==> src/rtl/uart_tx.sv <==
// uart_tx: 8N1-style serialiser fed by a small valid/ready FIFO.
// Define UART_TX_PARITY_EN to insert an even-parity bit before the stop bits.
module uart_tx #(
  parameter int DATA_BITS  = 8,
  parameter int FIFO_DEPTH = 4,
  parameter int STOP_BITS  = 1
) (
  input  logic                          clk,
  input  logic                          rst,
  input  logic                          tick,
  input  logic [DATA_BITS-1:0]          tx_data,
  input  logic                          tx_valid,
  output logic                          tx_ready,
  output logic                          tx,
  output logic                          busy,
  output logic                          tx_done,
  output logic [$clog2(FIFO_DEPTH):0]   fifo_count
);

  localparam int AW = $clog2(FIFO_DEPTH);
  localparam int BW = $clog2(DATA_BITS);

  localparam logic [2:0] IDLE   = 3'd0;
  localparam logic [2:0] START  = 3'd1;
  localparam logic [2:0] DATA   = 3'd2;
`ifdef UART_TX_PARITY_EN
  localparam logic [2:0] PARITY = 3'd3;
`endif
  localparam logic [2:0] STOP   = 3'd4;

  logic [DATA_BITS-1:0] mem [FIFO_DEPTH];
  logic [AW-1:0]        wr_ptr;
  logic [AW-1:0]        rd_ptr;
  logic [AW:0]          count;
  logic                 push;
  logic                 pop;
  logic                 empty;
  logic [DATA_BITS-1:0] head;

  logic [2:0]           state;
  logic [DATA_BITS-1:0] shift;
  logic [BW-1:0]        bit_idx;
  logic                 stop_cnt;
  logic                 last_stop;
`ifdef UART_TX_PARITY_EN
  logic                 par;
`endif

  assign empty      = (count == '0);
  assign tx_ready   = (count != (AW+1)'(FIFO_DEPTH));
  assign push       = tx_valid && tx_ready;
  assign head       = mem[rd_ptr];
  assign fifo_count = count;
  assign busy       = (state != IDLE);
  assign last_stop  = (stop_cnt == 1'(STOP_BITS-1));

  // Pop on the tick that starts a frame, whether from idle or back-to-back.
  assign pop = tick && !empty &&
               ((state == IDLE) || ((state == STOP) && last_stop));

  always_ff @(posedge clk) begin
    if (push)
      mem[wr_ptr] <= tx_data;
  end

  always_ff @(posedge clk or posedge rst) begin
    if (rst) begin
      wr_ptr <= '0;
      rd_ptr <= '0;
      count  <= '0;
    end else begin
      if (push)
        wr_ptr <= wr_ptr + 1'b1;
      if (pop)
        rd_ptr <= rd_ptr + 1'b1;
      case ({push, pop})
        2'b10:   count <= count + 1'b1;
        2'b01:   count <= count - 1'b1;
        default: count <= count;
      endcase
    end
  end

  always_ff @(posedge clk or posedge rst) begin
    if (rst) begin
      state    <= IDLE;
      tx       <= 1'b1;
      shift    <= '0;
      bit_idx  <= '0;
      stop_cnt <= 1'b0;
      tx_done  <= 1'b0;
`ifdef UART_TX_PARITY_EN
      par      <= 1'b0;
`endif
    end else begin
      tx_done <= 1'b0;
      if (tick) begin
        case (state)
          IDLE: begin
            if (!empty) begin
              shift <= head;
`ifdef UART_TX_PARITY_EN
              par   <= ^head;
`endif
              tx    <= 1'b0;
              state <= START;
            end else begin
              tx <= 1'b1;
            end
          end
          START: begin
            tx      <= shift[0];
            bit_idx <= '0;
            state   <= DATA;
          end
          DATA: begin
            if (bit_idx != BW'(DATA_BITS-1)) begin
              shift   <= shift >> 1;
              tx      <= shift[1];
              bit_idx <= bit_idx + 1'b1;
            end else begin
`ifdef UART_TX_PARITY_EN
              tx       <= par;
              state    <= PARITY;
`else
              tx       <= 1'b1;
              stop_cnt <= 1'b0;
              state    <= STOP;
`endif
            end
          end
`ifdef UART_TX_PARITY_EN
          PARITY: begin
            tx       <= 1'b1;
            stop_cnt <= 1'b0;
            state    <= STOP;
          end
`endif
          STOP: begin
            if (!last_stop) begin
              stop_cnt <= 1'b1;
            end else begin
              tx_done <= 1'b1;
              if (!empty) begin
                shift <= head;
`ifdef UART_TX_PARITY_EN
                par   <= ^head;
`endif
                tx    <= 1'b0;
                state <= START;
              end else begin
                tx    <= 1'b1;
                state <= IDLE;
              end
            end
          end
          default: begin
            tx    <= 1'b1;
            state <= IDLE;
          end
        endcase
      end
    end
  end

endmodule

==> config.mk <==
export PLATFORM = sky130hd
export DESIGN_NAME = uart_tx
export DESIGN_NICKNAME = d
export VERILOG_FILES = /design/src/rtl/uart_tx.sv
export SDC_FILE = /design/constraint.sdc
export NUM_CORES = 1
export LEC_CHECK = 0
export CORE_MARGIN = 8
export CORE_UTILIZATION = 55
export CTS_BUF_LIST = sky130_fd_sc_hd__clkbuf_16
export CTS_CLUSTER_SIZE = 12
export DETAILED_ROUTE_END_ITERATION = 10
export HOLD_SLACK_MARGIN = 0.05
export PLACE_DENSITY_LB_ADDON = 0.3
export SLEW_MARGIN = 5
export SYNTH_ARGS = -nofsm -noshare
export SYNTH_HDL_FRONTEND = slang
export SYNTH_SLANG_ARGS = --single-unit
==> constraint.sdc <==
create_clock -name clk -period 4.5 [get_ports clk]
set_input_delay 0.675 -clock clk [delete_from_list [all_inputs] [get_ports clk]]
set_output_delay 0.675 -clock clk [all_outputs]
set_load 0.05 [all_outputs]
After elaboration in Yosys (flattened, before gate mapping)

Memory sizes are Yosys's and may differ from the RTL's.
Cells that the tools add are included.

Reductions and logical operators: 18
Bitwise logic cells: 1
Add/subtract/negate cells: 5
Equal/unequal tests: 11
Muxes and demuxes: 24

Operators by type and width:

| cell                | number |
|---|---|
| $mux 8              | 3 |
| $pmux 8 s3          | 1 |
| $mux 3              | 4 |
| $pmux 3 s2          | 2 |
| $pmux 3 s4          | 1 |
| $mux 1              | 11 |
| $ne 2x2->1 const B  | 4 |
| $reduce_and 4->1    | 2 |
| $add 3x1->3 const B | 2 |
| $logic_not 3->1     | 2 |
| $ne 3x3->1 const B  | 2 |
| $reduce_and 3->1    | 2 |
| $reduce_bool 2->1   | 3 |
| $reduce_bool 3->1   | 2 |
| $add 2x1->2 const B | 2 |
| $logic_and 1x1->1   | 4 |
| $pmux 1 s4          | 1 |
| $eq 3x1->1 const B  | 1 |
| $eq 3x2->1 const B  | 1 |
| $eq 3x3->1 const B  | 1 |
| $sub 3x1->3 const B | 1 |
| $eq 2x1->1 const B  | 1 |
| $eq 2x2->1 const B  | 1 |
| $pmux 1 s2          | 1 |
| other kinds (4)     | 4 |

Output and inout bits: 7
Register bits: 24
Bits in writable memories: 32
Input port bits: 12
Memories: 1

Memory list:

| name | words | width | rd ports | clocked after Yosys merged registers in | wr ports | RTL line | RTL |
|---|---|---|---|---|---|---|---|
| mem  | 4     | 8     | 1        | 0                                       | 1        | 31       | `logic [DATA_BITS-1:0] mem [FIFO_DEPTH];` |

Depth between registers and ports, before layout

Depth in word-level cells: 6
Depth in mapped cells: 10
Mapped depth without buffers: 9

Worst setup path before layout

No wires, ideal clock.

Kind: flip-flop to flip-flop
Start point: register count[2], in the netlist fifo_count[2]
End point: register count[2], in the netlist fifo_count[2]
Period minus slack after synthesis: 2.715 ns
Cell stages (with the launch flop): 10
Data required time: 4.418 ns
Buffers on the path: 0
Arrival time: 2.633 ns
Slack: 1.785 ns
Cells stage by stage: dfrtp_1 -> or3b_1 -> and2_1 -> inv_1 -> ha_1 -> inv_1 -> fa_1 -> xor2_1 -> nor2_1 -> xor2_1

Elaborated cells between the ends (all ways): 12
Classes of those cells: 2 x add/sub; 3 x eq/ne; 1 x mux; 6 x reduce/logical

RTL lines:

| what                                            | RTL line | RTL |
|---|---|---|
| from (decl)                                     | 34       | `logic [AW:0] count;` |
| from (signal assigned)                          | 77       | `2'b10: count <= count + 1'b1;` |
| from (signal assigned)                          | 78       | `2'b01: count <= count - 1'b1;` |
| from (signal assigned)                          | 79       | `default: count <= count;` |
| $ne 3x3->1 (*)                                  | 50       | `assign tx_ready = (count != (AW+1)'(FIFO_DEPTH));` |
| named net tx_ready                              | 13       | `output logic tx_ready,` |
| $logic_and 1x1->1 (*)                           | 51       | `assign push = tx_valid && tx_ready;` |
| $eq 2x1->1 or $eq 2x2->1 (tied branches)        | 76       | `case ({push, pop})` |
| $pmux 3 s2 or $reduce_bool 2->1 (tied branches) | -        |  |

Mark *: on every way through the listed nets, which the timed path passes. The rest lies on a longest branch.
A chain may end at the register's enable or synchronous reset.

Worst setup path in the final report

Start point: input tick
End point: register count[2], in the netlist fifo_count[2]

Longest elaborated chain between the ends: 4
Elaborated cells between the ends (all ways): 6
Classes of those cells: 2 x eq/ne; 1 x mux; 3 x reduce/logical

RTL lines:

| what                                            | RTL line | RTL |
|---|---|---|
| from (decl)                                     | 10       | `input logic tick,` |
| $logic_and 1x1->1 (*) (2 in series)             | 58       | `assign pop = tick && !empty &&` |
| named net pop                                   | 36       | `logic pop;` |
| $eq 2x1->1 or $eq 2x2->1 (tied branches)        | 76       |  |
| $pmux 3 s2 or $reduce_bool 2->1 (tied branches) | -        |  |

Marks and branches as above.

==> metrics.txt <==
status completed; P_leak between 0.001 and 0.0015 uW; average size of a mapped cell around 16 um^2; setup_tns 0 ns; largest net degree at the start of global routing 24; sequential area share after synthesis roughly 60%; placed instance area ~2700 um^2; synthesized cell area approximately 2500 um^2; GPL Wtd Cong between 0.7 and 0.8; net count of the mapped netlist around 170; WL per Instance 18.63 um; CTS tree built; IO Port Bufs 18; die height 83.37 um; synth top area cells edfxtp_1 (38%), dfrtp_1 (22%), mux4_1 (7.4%), mux2_2 (6.8%), ha_1 (3.5%); Core Area approximately 4400 um^2; post-route clock period utilization 64.78%; cell area after layout 2821 um^2; Die Area 6950 um^2; Initial Util between 50% and 60%; Tot GR Track Use about an eighth; I/O Pins 19; Slew HR about two fifths; vias per cell about 5.8; Hold Path Sink shift[5]$_DFFE_PP0P_; r2r setup slk 2.05 ns; P&R area growth vs syn 13.03%; worst hold-check path type reg2reg; dominant cell type by area after synthesis edfxtp_1; EDFF count, synth 32; Initial DRC Count slightly above 80; fin cells between 200 and 250; critical path endpoint category flip-flop; Peak VDD IR 422.7 uV; number of max-slew violations in the final report 0; Num CTS Buffers 5; Power Total a little under 2000 uW; CTS root buffer clkbuf_16; Final ANT Viol Nets 0; RSZ-0062 raised after global routing false; PwrDens 680.9 nW/um^2; n_diodes 0; Worst setup SP type input pin; yosys warns 0; first drt pass iteration count 4; # DRC 0; via count between 1000 and 1500; HP Start shift[5]$_DFFE_PP0P_; final setup violation count 0; clock transition at the registers of the reported paths around 0.07 ns; placed insts roughly 220; clk buf depth 2; # rows 24; CP required 4.71 ns; vias in the first global route 1396; first-pass GRT wire length 7.072 mm; setup bufs post-CTS 0; Post-synth ARST share a little over two fifths; critical path data arrival time around 3.1 ns; PostCTS Resize Cnt 0; min Tclk post-route a little under 3 ns; FF-to-FF End fifo_count[2]$_DFFE_PP0P_; post-synth top area share between 30% and 40%; Max Cap Viol 0; share of post-route cells with drive strength above 1 between 15 and 20%; Main synth FF type edfxtp_1; Congestion Overflow GR 0; Worst-Margin Slew a little under 0.9 ns; fill count roughly 300; crit path max fanout 9; Hold-fix buffers, CTS 0; Post-Route WL about 4.2 mm; nets 191; Yosys cell types between 40 and 50; FMAX roughly 0.34 GHz; H-tree depth 2; flops & latches, synth 55; worst skew pair latency 0.29 ns; Die Span X between 80 and 90 um; crit path kind in2reg; reg2reg path depth 8; post-DP HPWL approximately 2.9 mm; worst r2r src state[0]$_DFFE_PP0P_; WHS Path Cells 1; initial antenna violation count 0; Max Clock Skew about 0.0075 ns; fin util 64.80%; Synth Instances around 150; Hold Violations, Final 0; CTS sink count between 50 and 60
per-layer routing:
layer / global-route usage, % / wire (um) / up-vias
li1: - / - / 621
met1: 15.83 / 1869 / 650
met2: 20.65 / 2132 / 25
met3: 2.930 / 130 / 4
met4: 2.396 / 41 / 0
met5: 0 / 0 / -
cells by family after synthesis:
logic type,after synthesis,synth area share (%)
DFF,55,61.60
xor gates and xnor gates,6,2.105
and+or+nand+nor,25,6.266
muxes,26,16.24
AOI/OAI and AO/OA,15,5.214
buffers and inverters,19,4.260
adders and majority gates,8,4.311
critical path, stage by stage:
cell             delay (ns)
clkdlybuf4s50_1        0.65
or3b_1                 0.50
nor2_1                 0.23
ha_1                   0.22
inv_1                  0.06
fa_1                   0.37
xor2_1                 0.15
nor2_1                 0.11
xor2_1                 0.15
cells in the mapped netlist (2+ instances only):
cell type and n:
xnor2_1 2, o2bb2ai_1 3, or3b_1 3, buf_2 2
nand2_1 3, o21ai_0 3, xor2_1 4, and3_1 4
buf_4 2, nor2_1 5, mux2_2 15, ha_1 7
edfxtp_1 32, a22oi_1 2, buf_6 2, dfrtp_1 22
mux2i_1 3, mux4_1 7, inv_1 11
placed cells by master, fill, tap and decap left out, types with 2 or more instances in the layout:
cell type | netlist | routed
nor2_1 | 5 | 5
nand2_1 | 3 | 3
a22oi_1 | 2 | 2
edfxtp_1 | 32 | 32
xnor2_1 | 2 | 2
o2bb2ai_1 | 3 | 3
clkbuf_16 | 0 | 5
mux2i_1 | 3 | 3
clkdlybuf4s50_1 | 0 | 18
xor2_1 | 4 | 4
or3b_1 | 3 | 3
and3_1 | 4 | 4
ha_1 | 7 | 7
dfrtp_1 | 22 | 22
mux2_2 | 15 | 15
inv_1 | 11 | 12
mux4_1 | 7 | 7
o21ai_0 | 3 | 3
state kept, by name, summed over array words and instances (netlist names):
signal and cells:
bit_idx 3, fifo_count 3, mem 32, rd_ptr 2, shift 8, state 3, tx 1, tx_done 1
wr_ptr 2
how the worst max path moves through the flow:
stage / to / slack (ns) / from / depth (start not counted)
finish: fifo_count[2]$_DFFE_PP0P_ / 1.58 / tick / 9
global route: fifo_count[2]$_DFFE_PP0P_ / 1.44 / tick / 9
CTS: fifo_count[2]$_DFFE_PP0P_ / 1.57 / tick / 9
detailed placement: fifo_count[2]$_DFFE_PP0P_ / 1.33 / tick / 9
global placement: fifo_count[2]$_DFFE_PP0P_ / 1.43 / tick / 9
floorplan: fifo_count[2]$_DFFE_PP0P_ / 1.78 / fifo_count[2]$_DFFE_PP0P_ / 9
layout make-up:
cell class / instances / area [um^2] / area share, %
clock inverters: 3 / 20.02 / 0.7095
repair buffers: 18 / 180.2 / 6.386
clock buffers: 5 / 125.1 / 4.435
inverters: 11 / 41.29 / 1.463
well taps: 52 / 65.06 / 2.306
flip-flops and latches: 55 / 1538 / 54.50
multi-input cells: 80 / 852.1 / 30.20
report_power, final:
group          total (uW)  switching [uW]  internal (uW)  leakage (uW)
sequential            836             135            702      0.000572
clock                 377             171            206     0.0000716
combinational         707             357            351      0.000471
through the flow:
| stage | hold slack [ns] | setup slack, ns |
|---|---|---|
| after global placement | 0.4766 | 1.432 |
| after global routing | 0.5276 | 1.438 |
| after CTS | 0.5126 | 1.571 |
| final | 0.5077 | 1.585 |
| after detailed placement | 0.5009 | 1.328 |
| after floorplan | 0.4767 | 1.785 |
Power figures use the tool's default switching activity.
